**src/rtl/mem_arbiter_pkg.sv**
```systemverilog
`default_nettype none
// ============================================================================
// Module      : mem_arbiter_pkg
// Description : Shared definitions for the round-robin memory-port arbiter:
//               arbiter state encoding, data width, abort read pattern, the
//               per-requester transaction record and width helpers.
// Revision    : 1.0 - initial release
// ============================================================================
package mem_arbiter_pkg;

    // Width of the CPU-side memory port (address, write data, read data).
    localparam int DATA_W = 32;

    // Read data returned to a requester whose transaction was aborted.
    localparam logic [DATA_W-1:0] ABORT_DATA = 32'hFFFF_FFFF;

    // Arbiter states.
    typedef enum logic [1:0] {
        ARB_IDLE = 2'd0,
        ARB_BUSY = 2'd1,
        ARB_RESP = 2'd2
    } arb_state_t;

    // Fields a requester presents with its request; forwarded unmodified.
    typedef struct packed {
        logic [DATA_W-1:0] addr;
        logic [DATA_W-1:0] dtw;
        logic              rw;
    } mem_req_t;

    // Width of a requester index; at least one bit.
    function automatic int idx_width(input int n);
        return (n > 1) ? $clog2(n) : 1;
    endfunction

    // Watchdog counter width. A disabled watchdog (timeout 0) still gets a
    // one-bit counter so that no zero-width vectors are ever declared.
    function automatic int wd_width(input int timeout);
        return (timeout > 0) ? $clog2(timeout + 1) : 1;
    endfunction

endpackage : mem_arbiter_pkg
`default_nettype wire

```
**src/rtl/mem_arbiter_rr_pick.sv**
```systemverilog
`default_nettype none
// ============================================================================
// Module      : rr_pick
// Description : Combinational round-robin picker. Searches the request
//               vector starting at index ptr and wrapping modulo NREQ; the
//               first set bit wins.
// Ports       : req  [NREQ]  - request vector
//               ptr  [IDX_W] - index searched first (highest priority)
//               gnt  [NREQ]  - one-hot winner, zero when no request
//               idx  [IDX_W] - binary index of the winner
//               any          - at least one request present
// Revision    : 1.0 - initial release
// ============================================================================
module rr_pick
    import mem_arbiter_pkg::*;
#(
    parameter int NREQ  = 2,
    parameter int IDX_W = idx_width(NREQ)
) (
    input  logic [NREQ-1:0]  req,
    input  logic [IDX_W-1:0] ptr,
    output logic [NREQ-1:0]  gnt,
    output logic [IDX_W-1:0] idx,
    output logic             any
);

    // One extra bit so ptr + offset (at most 2*NREQ-2) never overflows
    // before the modulo-NREQ wrap.
    logic [IDX_W:0]   sum;
    logic [IDX_W-1:0] pos;

    always_comb begin
        gnt = '0;
        idx = '0;
        any = 1'b0;
        sum = '0;
        pos = '0;
        // Walk from the farthest offset down to offset 0: every hit
        // overwrites the previous one, so the candidate nearest to ptr
        // is the one left standing.
        for (int k = NREQ - 1; k >= 0; k--) begin
            sum = {1'b0, ptr} + (IDX_W + 1)'(k);
            if (sum >= (IDX_W + 1)'(NREQ)) begin
                sum = sum - (IDX_W + 1)'(NREQ);
            end
            pos = sum[IDX_W-1:0];
            if (req[pos]) begin
                gnt      = '0;
                gnt[pos] = 1'b1;
                idx      = pos;
                any      = 1'b1;
            end
        end
    end

endmodule : rr_pick
`default_nettype wire

```
**src/rtl/mem_arbiter.sv**
```systemverilog
`default_nettype none
// ============================================================================
// Module      : mem_arbiter
// Description : Round-robin arbiter sharing one CPU-side memory port among
//               NREQ requesters. Each granted transaction is latched,
//               forwarded unmodified downstream and completed with a
//               one-cycle ready pulse to its requester. A watchdog aborts a
//               transaction that the downstream port never acknowledges.
// Parameters  : NREQ    - number of requesters (2..8)
//               TIMEOUT - BUSY cycles without mrdy before abort; 0 disables
// Ports       : clk, reset (async, active high)
//               req_valid/req_rw [NREQ], req_addr/req_dtw [32*NREQ] - in
//               req_ready [NREQ], req_dtr [32], req_err               - out
//               mval, maddr, mdtw, mrw (out) / mrdy, mdtr (in)  - downstream
//               gnt [NREQ] one-hot grant, busy = not idle              - out
// Revision    : 1.0 - initial release
// ============================================================================
module mem_arbiter
    import mem_arbiter_pkg::*;
#(
    parameter int NREQ    = 2,
    parameter int TIMEOUT = 255
) (
    input  logic                   clk,
    input  logic                   reset,

    // Requester side
    input  logic [NREQ-1:0]        req_valid,
    output logic [NREQ-1:0]        req_ready,
    input  logic [DATA_W*NREQ-1:0] req_addr,
    input  logic [DATA_W*NREQ-1:0] req_dtw,
    input  logic [NREQ-1:0]        req_rw,
    output logic [DATA_W-1:0]      req_dtr,
    output logic                   req_err,

    // Downstream memory port
    output logic                   mval,
    input  logic                   mrdy,
    output logic [DATA_W-1:0]      maddr,
    output logic [DATA_W-1:0]      mdtw,
    input  logic [DATA_W-1:0]      mdtr,
    output logic                   mrw,

    // Status
    output logic [NREQ-1:0]        gnt,
    output logic                   busy
);

    localparam int IDX_W = idx_width(NREQ);
    localparam int WD_W  = wd_width(TIMEOUT);

    // ------------------------------------------------------------------
    // Per-requester view of the flattened request buses
    // ------------------------------------------------------------------
    mem_req_t req_fields [NREQ];

    generate
        for (genvar i = 0; i < NREQ; i++) begin : g_unpack
            assign req_fields[i] = {req_addr[DATA_W*i +: DATA_W],
                                    req_dtw[DATA_W*i +: DATA_W],
                                    req_rw[i]};
        end
    endgenerate

    // ------------------------------------------------------------------
    // State
    // ------------------------------------------------------------------
    arb_state_t       state;
    logic [IDX_W-1:0] ptr;   // requester searched first at the next grant
    logic [IDX_W-1:0] cur;   // requester owning the current transaction
    logic [WD_W-1:0]  wd;    // BUSY cycles spent without mrdy

    // ------------------------------------------------------------------
    // Round-robin choice among the currently valid requesters
    // ------------------------------------------------------------------
    logic [NREQ-1:0]  pick_gnt;
    logic [IDX_W-1:0] pick_idx;
    logic             pick_any;
    mem_req_t         pick_fields;

    rr_pick #(
        .NREQ  (NREQ),
        .IDX_W (IDX_W)
    ) u_pick (
        .req (req_valid),
        .ptr (ptr),
        .gnt (pick_gnt),
        .idx (pick_idx),
        .any (pick_any)
    );

    // Only the winner's fields are ever looked at.
    assign pick_fields = req_fields[pick_idx];

    // ------------------------------------------------------------------
    // Pointer advance: the requester after the one just served
    // ------------------------------------------------------------------
    logic [IDX_W-1:0] ptr_next;

    assign ptr_next = (cur == IDX_W'(NREQ - 1)) ? '0 : cur + 1'b1;

    // ------------------------------------------------------------------
    // Watchdog
    // ------------------------------------------------------------------
    logic [WD_W-1:0] wd_inc;
    logic            timeout_hit;

    // Saturating so a wide counter can never wrap back to a small value.
    assign wd_inc = (wd == '1) ? wd : wd + 1'b1;

    generate
        if (TIMEOUT != 0) begin : g_wd_on
            // Abort on the BUSY edge at which the count would reach TIMEOUT,
            // i.e. after exactly TIMEOUT BUSY cycles without mrdy.
            assign timeout_hit = (wd_inc == WD_W'(TIMEOUT));
        end else begin : g_wd_off
            assign timeout_hit = 1'b0;
        end
    endgenerate

    // ------------------------------------------------------------------
    // Arbiter FSM with registered outputs
    // ------------------------------------------------------------------
    always_ff @(posedge clk or posedge reset) begin
        if (reset) begin
            state     <= ARB_IDLE;
            ptr       <= '0;
            cur       <= '0;
            wd        <= '0;
            mval      <= 1'b0;
            maddr     <= '0;
            mdtw      <= '0;
            mrw       <= 1'b0;
            gnt       <= '0;
            req_ready <= '0;
            req_dtr   <= '0;
            req_err   <= 1'b0;
            busy      <= 1'b0;
        end else begin
            case (state)
                ARB_IDLE: begin
                    if (pick_any) begin
                        maddr <= pick_fields.addr;
                        mdtw  <= pick_fields.dtw;
                        mrw   <= pick_fields.rw;
                        gnt   <= pick_gnt;
                        cur   <= pick_idx;
                        mval  <= 1'b1;
                        wd    <= '0;
                        busy  <= 1'b1;
                        state <= ARB_BUSY;
                    end
                end

                ARB_BUSY: begin
                    // mrdy wins over a watchdog expiry in the same cycle.
                    if (mrdy) begin
                        mval      <= 1'b0;
                        req_ready <= gnt;
                        req_dtr   <= mdtr;
                        req_err   <= 1'b0;
                        state     <= ARB_RESP;
                    end else if (timeout_hit) begin
                        mval      <= 1'b0;
                        req_ready <= gnt;
                        req_dtr   <= ABORT_DATA;
                        req_err   <= 1'b1;
                        state     <= ARB_RESP;
                    end else begin
                        wd <= wd_inc;
                    end
                end

                ARB_RESP: begin
                    // One dead cycle lets the served requester drop its
                    // valid before the next grant decision is taken.
                    req_ready <= '0;
                    req_err   <= 1'b0;
                    gnt       <= '0;
                    busy      <= 1'b0;
                    ptr       <= ptr_next;
                    state     <= ARB_IDLE;
                end

                default: begin
                    state <= ARB_IDLE;
                end
            endcase
        end
    end

endmodule : mem_arbiter
`default_nettype wire

```
**config.mk**
```make
export PLATFORM = sky130hd
export DESIGN_NAME = mem_arbiter
export DESIGN_NICKNAME = d
export VERILOG_FILES = /design/src/rtl/mem_arbiter_pkg.sv /design/src/rtl/mem_arbiter_rr_pick.sv /design/src/rtl/mem_arbiter.sv
export SDC_FILE = /design/constraint.sdc
export NUM_CORES = 1
export LEC_CHECK = 0
export CORE_MARGIN = 2
export CORE_UTILIZATION = 40
export CTS_BUF_LIST = sky130_fd_sc_hd__clkbuf_4 sky130_fd_sc_hd__clkbuf_8 sky130_fd_sc_hd__clkbuf_16
export DETAILED_ROUTE_END_ITERATION = 6
export PLACE_DENSITY = 0.81
export SYNTH_ARGS = -nofsm -noshare
export SYNTH_HDL_FRONTEND = slang
export SYNTH_HIERARCHICAL = 1
export SYNTH_SLANG_ARGS = --single-unit
```
**constraint.sdc**
```tcl
create_clock -name clk -period 5.3 [get_ports clk]
set_input_delay 1.06 -clock clk [delete_from_list [all_inputs] [get_ports clk]]
set_output_delay 1.06 -clock clk [all_outputs]
set_load 0.01 [all_outputs]
```
# Word-level counts from Yosys, hierarchy flattened

Index checks and enable logic that the tools add are counted.

Logic and storage cells: 92
Bits in registers: 116
Output and inout port bits: 104
Bits in writable memories: 0
Bits in read-only memories: 0
Bits of input ports: 167
Bits in latches: 0
Memories: 0

Shifts and indexed selects: 0
Eq/ne operators: 8
$add $sub $neg: 5
Magnitude comparators: 7
Multipliers: 0
Reduce and logical (&&, ||, !) cells: 14
Bitwise operators: 1
Div/mod/pow operators: 0
Muxes and demuxes: 44

Operators by type and width:

| cell                                                                                | count |
|---|---|
| 65-bit two-way mux                                                                  | 3 |
| 32-bit two-way mux                                                                  | 2 |
| 8-bit two-way mux                                                                   | 4 |
| 1-bit two-way mux                                                                   | 18 |
| 8-bit == test, second input constant                                                | 2 |
| 2-bit two-way mux                                                                   | 8 |
| 8-bit case mux with 2 select lines                                                  | 1 |
| 2-bit case mux with 2 select lines                                                  | 3 |
| 2-bit AND reduction                                                                 | 5 |
| 8-bit by 1-bit adder with 8-bit output, second input constant                       | 1 |
| 2-bit nonzero test                                                                  | 4 |
| 2-bit inequality test, second input constant                                        | 3 |
| 1-bit case mux with 2 select lines                                                  | 3 |
| 2-bit greater-or-equal comparator, second input constant                            | 2 |
| 1-bit by 2-bit less-than comparator with 1-bit output, second input constant        | 2 |
| 4-bit AND reduction                                                                 | 1 |
| 3-bit inequality test, second input constant                                        | 1 |
| 3-bit AND reduction                                                                 | 1 |
| 1-bit by 1-bit adder with 2-bit output, second input constant                       | 1 |
| 1-bit demux with 1-bit select                                                       | 2 |
| 2-bit by 1-bit == test with 1-bit output, second input constant                     | 1 |
| 2-bit == test, second input constant                                                | 1 |
| 1-bit greater-or-equal comparator, second input constant                            | 2 |
| 1-bit by 2-bit greater-or-equal comparator with 1-bit output, second input constant | 1 |
| other kinds (5)                                                                     | 7 |

# Logic depth before layout (Yosys ltp)

Gate-level depths: netlist of the first run.

Word-level depth: 11
Depth in mapped cells: 8
Depth with buffers taken out: 7

# Modules after synthesis

The synthesis of the first run kept the hierarchy.

Modules (own cells, without submodules):

| module      | times used | area an instance (um2) | seq. area each (um2) | cells an instance |
|---|---|---|---|---|
| mem_arbiter | 1          | 5088.6                 | 2902.8               | 457 |
| rr_pick     | 1          | 32.5                   | 0.0                  | 5 |

# Worst setup path before layout of the first run

No wires, ideal clock.

Path type: input -> register
Start: input port req_valid[1]
End: register maddr[0]
Path buffers: 3
Stages on the path: 6
Library setup time: 137 ps
Data arrival time: 2524 ps
Data required time: 5163 ps
Path slack: 2639 ps
Cells stage by stage: a21boi_1 -> clkbuf_1 -> clkbuf_1 -> buf_1 -> mux2i_1 -> a21oi_1

Longest elaborated chain between the ends: 8
Elaborated cells on any way between the ends: 13
Those cells by class: mux (11); bitwise (1); reduce/logical (1)

RTL lines:

| item                                                   | RTL line                  | RTL |
|---|---|---|
| from (decl)                                            | mem_arbiter.sv:28         | `input logic [NREQ-1:0] req_valid,` |
| 1-bit two-way mux (not written as such) (2 in series)  | mem_arbiter_rr_pick.sv:47 | `if (req[pos]) begin` |
| 1-bit two-way mux (2 in series)                        | mem_arbiter_rr_pick.sv:47 |  |
| 1-bit NOT with 2-bit output (not written as such)      | mem_arbiter.sv:93         | `assign pick_fields = req_fields[pick_idx];` |
| 65-bit two-way mux (not written as such) (3 in series) | mem_arbiter.sv:93         |  |
| to (signal assigned)                                   | mem_arbiter.sv:143        | `maddr <= pick_fields.addr;` |
| to (decl)                                              | mem_arbiter.sv:39         | `output logic [DATA_W-1:0] maddr,` |

Parallel ways exist; a longest one is shown, timed or not. The select of a mux whose other input is x is not followed.
A chain may end at the register's enable or synchronous reset.

# Worst setup path after layout of the first run

Start: input port req_valid[0]
End: register maddr[11]

Elaborated cells on any way between the ends: 13
Those cells by class: mux (11); bitwise (1); reduce/logical (1)

RTL lines:

| item                                                  | RTL line                  | RTL |
|---|---|---|
| 1-bit two-way mux (not written as such) (2 in series) | mem_arbiter_rr_pick.sv:47 |  |
| 1-bit two-way mux                                     | mem_arbiter_rr_pick.sv:47 |  |
| 1-bit two-way mux *                                   | mem_arbiter_rr_pick.sv:47 |  |
| net pick_any                                          | mem_arbiter.sv:78         | `logic pick_any;` |
| 2-bit AND reduction (no line) *                       | -                         |  |

Mark *: on every way through the listed nets, which the timed path passes. The rest lies on a longest branch. The select of a mux whose other input is x is not followed.

==> results of run 1 <==
-- critical path: cells and delay by family --
kind,cells,cell delay [ns]
AOI/OAI and AO/OA,1,0.15
buffers and inverters,2,0.97
and+or+nand+nor,4,1.32
-- final timing paths --
path | to | cells past startpoint | from
setup / recovery | maddr[11] | 7 | req_valid[0]
max in group asynchronous | mdtw[28] | 3 | reset
min in group asynchronous | req_dtr[19] | 2 | reset
hold reg to reg | ptr | 1 | cur
setup reg to reg | req_dtr[11] | 7 | wd[0]
hold / removal | ptr | 1 | cur
-- stage by stage --
| stage | utilization | area (um^2) | std cells | total power, mW | worst slack (ns) |
|---|---|---|---|---|---|
| after floorplan | - | 5120 | 462 | 2.45 | 1.17 |
| after global placement | 0.634 | 7970 | 876 | 3.48 | 1.94 |
| after detailed placement | 0.634 | 7970 | 876 | 3.56 | 1.74 |
| after CTS | 0.680 | 8540 | 906 | 4.68 | 2.16 |
| after global routing | 0.680 | 8540 | 906 | 4.91 | 1.88 |
| final | 0.680 | 8540 | 906 | 4.63 | 2.13 |
-- kinds of logic after synthesis --
| group | share of synthesized area |
|---|---|
| fa+ha+maj | 0.00244 |
| buf+inv | 0.0315 |
| flops | 0.567 |
| simple gates | 0.0994 |
| compound gates | 0.164 |
| mux | 0.136 |
-- where the power goes --
part	switching, mW	leakage (nW)	total, mW	internal (mW)
Combinational	0.896	1.85	2.00	1.10
Sequential	0.255	1.31	1.55	1.29
Clock	0.380	0.281	1.09	0.711
Total	1.53	3.44	4.63	3.10
-- registers in the layout, indices dropped and copies added, names as in the netlist --
name / cells
busy: 1
cur: 1
gnt: 2
maddr: 32
mdtw: 32
mrw: 1
mval: 1
ptr: 1
req_dtr: 32
req_err: 1
req_ready: 2
state: 2
wd: 8
-- area by class of cell --
cell class,instances,area (um^2),area share
clock buffers,20,460,0.0539
well taps,172,215,0.0252
flip-flops and latches,116,2900,0.340
clock inverters,10,109,0.0127
inverters,3,13.8,0.00161
repair buffers,275,2770,0.324
multi-input cells,310,2080,0.243
-- layer usage --
layer	up-vias	part of all wire
met3	28	0.069
met2	170	0.52
li1	2164	-
met5	-	0
met1	2172	0.39
met4	0	0.024
-- layout by cell type, fill, tap and decap left out, types with 2 or more instances in the layout --
cell type / count
clkdlybuf4s50_1: 270
nand2_1: 10
inv_1: 2
nor2b_1: 8
clkbuf_8: 2
o22a_1: 32
clkinv_2: 5
o21ai_0: 7
buf_4: 3
nand4_1: 3
a31oi_1: 4
nand3_1: 2
nor2_1: 76
buf_12: 2
bufinv_16: 2
o211ai_1: 3
a21oi_1: 68
clkbuf_16: 17
dfrtp_1: 116
clkinvlp_4: 2
mux2i_1: 67
a311oi_1: 2
nor3_2: 2
nor3_1: 2
==> impl_metrics.json, run 1 <==
{
  "cts_sinks": 116,
  "slowest_stage": "nor2b_4",
  "syn_area_mm2": 0.00512,
  "finalSetupViolCount": 0,
  "top_usage_layer": "met2",
  "chipWidth_um": 117,
  "setup_tns_ns": 0,
  "finalMaxSlewViolations": 0,
  "cp_max_fo": 38,
  "dr.pass1.iters": 5,
  "holdWs_ns": 0.471,
  "start_util": 0.407,
  "dieHeight_um": 117,
  "ios": 271,
  "slowest_delay_ns": 0.78,
  "arrival_ns": 3.50,
  "postSynthCellCount": 462,
  "ir_drop_mv": 0.273,
  "power_density_mw_per_mm2": 542,
  "finClkSkew_ns": 0.00680,
  "wl_per_cell_um": 16.3,
  "synth_top_area_frac": 0.567,
  "ys_seq_elements": 116,
  "synth_cell_type_count": 42,
  "ctsResizeCount": 0,
  "diodes": 0,
  "avgViaCountPerCell": 5.00,
  "crit_type": "in -> reg",
  "yosysTopAreaCell": "dfrtp_1",
  "ys.flop_type": "dfrtp_1",
  "synthToLayoutAreaGrowth_pct": 66.8,
  "path_clk_slew_ns": 0.05,
  "cts_max_level": 4,
  "dieArea_mm2": 0.0137,
  "outcome": "complete, no violations",
  "setup.worst_path.end_class": "flip-flop",
  "rrSetupSlack_ns": 2.39,
  "maxSlewHeadroom": 0.274,
  "io_buffers": 270,
  "crit_chain": "clkdlybuf4s50_1, or2_1, nor2b_1, nor2b_4, buf_4, nor2_1, a21oi_1",
  "yosysWarnings": 6,
  "cts_made_buffers": 17,
  "avgSynthCellArea_um2": 11.1,
  "grt_overflow_total": 0,
  "num-nets-final": 891,
  "ctsLongestPathBuffers": 2,
  "crit_required_ns": 5.63,
  "hold_class": "reg -> reg",
  "drtIter0Drc": 230,
  "fin_crit_ns": 3.17,
  "rsz0062_at_grt": "no",
  "synth_nets": 630,
  "ant_nets": 0,
  "use_met1": 0.243,
  "rows": 41,
  "postCtsSetupBuffers": 0,
  "drv_cap": 0,
  "antenna_found_initial": 0,
  "grt_pass1_vias": 4601,
  "synthTopCellsByCount": "dfrtp_1 (116), nor2_1 (76), a21oi_1 (68)",
  "cts_root_buf": "clkbuf_16",
  "vias": 4534,
  "synth_edf_count": 0,
  "holdBufCountCts": 0,
  "dp_hpwl_um": 11100,
  "drc": 0,
  "place_congestion": 0.803,
  "ys_async_sr_fraction": 1.00,
  "grt_pass1_wl_um": 22500,
  "report.final.hold_viol_count": 0,
  "fmax_mhz": 315,
  "grt_start_max_net_pins": 72,
  "use_met3": 0.0633,
  "clock_latency_ns": 0.41,
  "drive_gt1_frac": 0.0695,
  "worst_setup_path_start_kind": "primary input",
  "p_leak_nw": 3.44,
  "wirelength_um": 14800,
  "ys_top_cells_by_area": "dfrtp_1 (57%), mux2i_1 (13%), a21oi_1 (6.6%)",
  "yosysMostFrequentCell": "dfrtp_1",
  "cts_tree": "built",
  "grt_usage": 0.214,
  "period_share": 0.598,
  "ys_seq_area_frac": 0.567,
  "final.fill_count": 952,
  "worst_pin_slew_ns": 1.09,
  "met2_usage": 0.375,
  "fp.coreArea_mm2": 0.0126
}
Power figures use the tool's default switching activity.
==> run 2, diff against run 1 <==
- CORE_UTILIZATION: 40 -> 36
- PLACE_DENSITY: 0.81 -> 0.77
- clock period: 5.3 -> 2.8 ns (I/O delays scaled with it)
==> impl_metrics.json, run 2 (synthesis gave the netlist of run 1 again) <==
{
  "outcome": "complete, no violations",
  "crit_required_ns": 3.08,
  "cp_max_fo": 7,
  "num-nets-final": 896,
  "hp-start": "req_dtr[12]",
  "p_comb_frac": 0.432,
  "final_cell_mix": "clkdlybuf4s50_1 (270), dfrtp_1 (116), nor2_1 (76), a21oi_1 (68), mux2i_1 (67)",
  "dp_hpwl_um": 10800,
  "crit_type": "reg -> reg",
  "use_met1": 0.221,
  "wl_per_cell_um": 15.8,
  "slowest_delay_ns": 0.45,
  "holdWs_ns": 0.482,
  "ant_nets": 0,
  "vias": 4519,
  "hold_depth": 1,
  "arrival_ns": 2.92,
  "drive_gt1_frac": 0.0733,
  "grt_pass1_vias": 4662,
  "ctsLongestPathBuffers": 2,
  "cts_max_level": 4,
  "worst_pin_slew_ns": 0.601,
  "rrSetupSlack_ns": 0.16,
  "top_regs": "maddr (32), mdtw (32), req_dtr (32)",
  "grt_pass1_wl_um": 22800,
  "slowest_stage": "dfrtp_1",
  "power_frac_seq": 0.326,
  "place_congestion": 0.841,
  "dieHeight_um": 123,
  "start_util": 0.369,
  "dr.pass1.iters": 6,
  "finalSetupViolCount": 0,
  "holdBufCountCts": 0,
  "clock_latency_ns": 0.40,
  "path_clk_slew_ns": 0.05,
  "rr_endpoint": "wd[1]",
  "rsz0062_at_grt": "no",
  "dieArea_mm2": 0.0152,
  "r2r-start": "wd[0]",
  "chipWidth_um": 123,
  "top_usage_layer": "met2",
  "critPathTopFamily": "simple AND/OR/NAND/NOR gates",
  "cts_sinks": 116,
  "crit_chain": "ha_1, nand4_1, o21ai_0, a2111oi_4, or2_2, nor3_2, mux2_4",
  "grt_usage": 0.194,
  "fp.coreArea_mm2": 0.0139,
  "fin_crit_ns": 2.64,
  "fmax_mhz": 379,
  "crit_buf_inv": 0,
  "worst_setup_path_start_kind": "flip-flop",
  "worstRegToRegCells": 7,
  "finClkSkew_ns": 0.0103,
  "min_to": "req_dtr[12]",
  "synthToLayoutAreaGrowth_pct": 69.2,
  "grt_overflow_total": 0,
  "finalMaxSlewViolations": 0,
  "cts_made_buffers": 17,
  "setup.worst_path.end_class": "flip-flop",
  "diodes": 0,
  "maxSlewHeadroom": 0.599,
  "cts_tree": "built",
  "io_buffers": 270,
  "layout_commonest_cell": "clkdlybuf4s50_1",
  "antenna_found_initial": 0,
  "period_share": 0.942,
  "drv_cap": 0,
  "crit_cells": 7,
  "report.final.hold_viol_count": 0,
  "drtIter0Drc": 187,
  "postCtsSetupBuffers": 0,
  "power_switching_mw": 2.87,
  "hold_class": "reg -> reg",
  "rows": 43,
  "avgViaCountPerCell": 4.93,
  "ios": 271,
  "wirelength_um": 14500,
  "met2_usage": 0.334,
  "switching_share": 0.322,
  "drc": 0,
  "ctsResizeCount": 0,
  "cts_root_buf": "clkbuf_16",
  "p_int_mw": 6.06,
  "power_density_mw_per_mm2": 1030,
  "use_met3": 0.0590,
  "setup_tns_ns": 0,
  "clkPwrFrac": 0.241,
  "grt_start_max_net_pins": 117,
  "ir_drop_mv": 0.534,
  "p_leak_nw": 3.50
}
==> run 2: changes by cell type in the layout (fill, tap and decap cells not counted), sizes merged <==
| cell | previous run | this run |
|---|---|---|
| buf | 5 | 10 |
| clkbuf | 20 | 24 |
| clkinvlp | 2 | 1 |
| inv | 3 | 2 |
| clkinv | 6 | 2 |
==> run 2: routing by layer <==
metal | vias to the layer above | share of wire | routed length [um]
met5 | - | 0 | 0
met4 | 0 | 0.018 | 267
met3 | 22 | 0.065 | 943
met2 | 162 | 0.53 | 7770
met1 | 2161 | 0.38 | 5550
li1 | 2174 | - | -
==> run 2: layout make-up <==
type,instances,area (um^2)
clock buffer,24,522
clock inverter,4,70.1
fill,1124,5220
inverter,3,15.0
multi-input combinational,310,2080
sequential,116,2900
tap,180,225
timing repair buffer,280,2850
==> run 2: worst reg2reg max path, cell delays in order (launching register included) <==
cell and delay, ns:
dfrtp_1 0.45, ha_1 0.34, nand4_1 0.23, o21ai_0 0.37
a2111oi_4 0.16, or2_2 0.34, nor3_2 0.30, mux2_4 0.33
==> run 2: stage by stage <==
stage                     worst slack, ns   util  power (mW)  std cells  instance area, um^2
after detailed placement            0.199  0.581        6.84        889                 8070
after floorplan                     0.489      -        4.65        462                 5120
after global placement              0.302  0.581        6.69        889                 8070
final                               0.163  0.624        8.93        917                 8660
after global routing               0.0258  0.624        9.50        917                 8660
after CTS                           0.177  0.624        9.06        917                 8660
==> run 2: worst max-delay path by stage <==
| stage | startpoint | end |
|---|---|---|
| final | wd[0] | wd[1] |
| after global routing | wd[0] | wd[1] |
| after CTS | wd[0] | wd[1] |
| after detailed placement | wd[0] | wd[1] |
| after global placement | req_valid[0] | maddr[25] |
| after floorplan | wd[0] | wd[1] |
==> run 2: power by group through the flow <==
stage                     Combinational [mW]  Sequential, mW  Clock [mW]
after floorplan                         1.45            3.20           0
after global placement                  3.81            2.88           0
after detailed placement                3.91            2.94           0
after CTS                               3.92            2.92        2.21
after global routing                    4.19            3.02        2.29
final                                   3.86            2.91        2.15
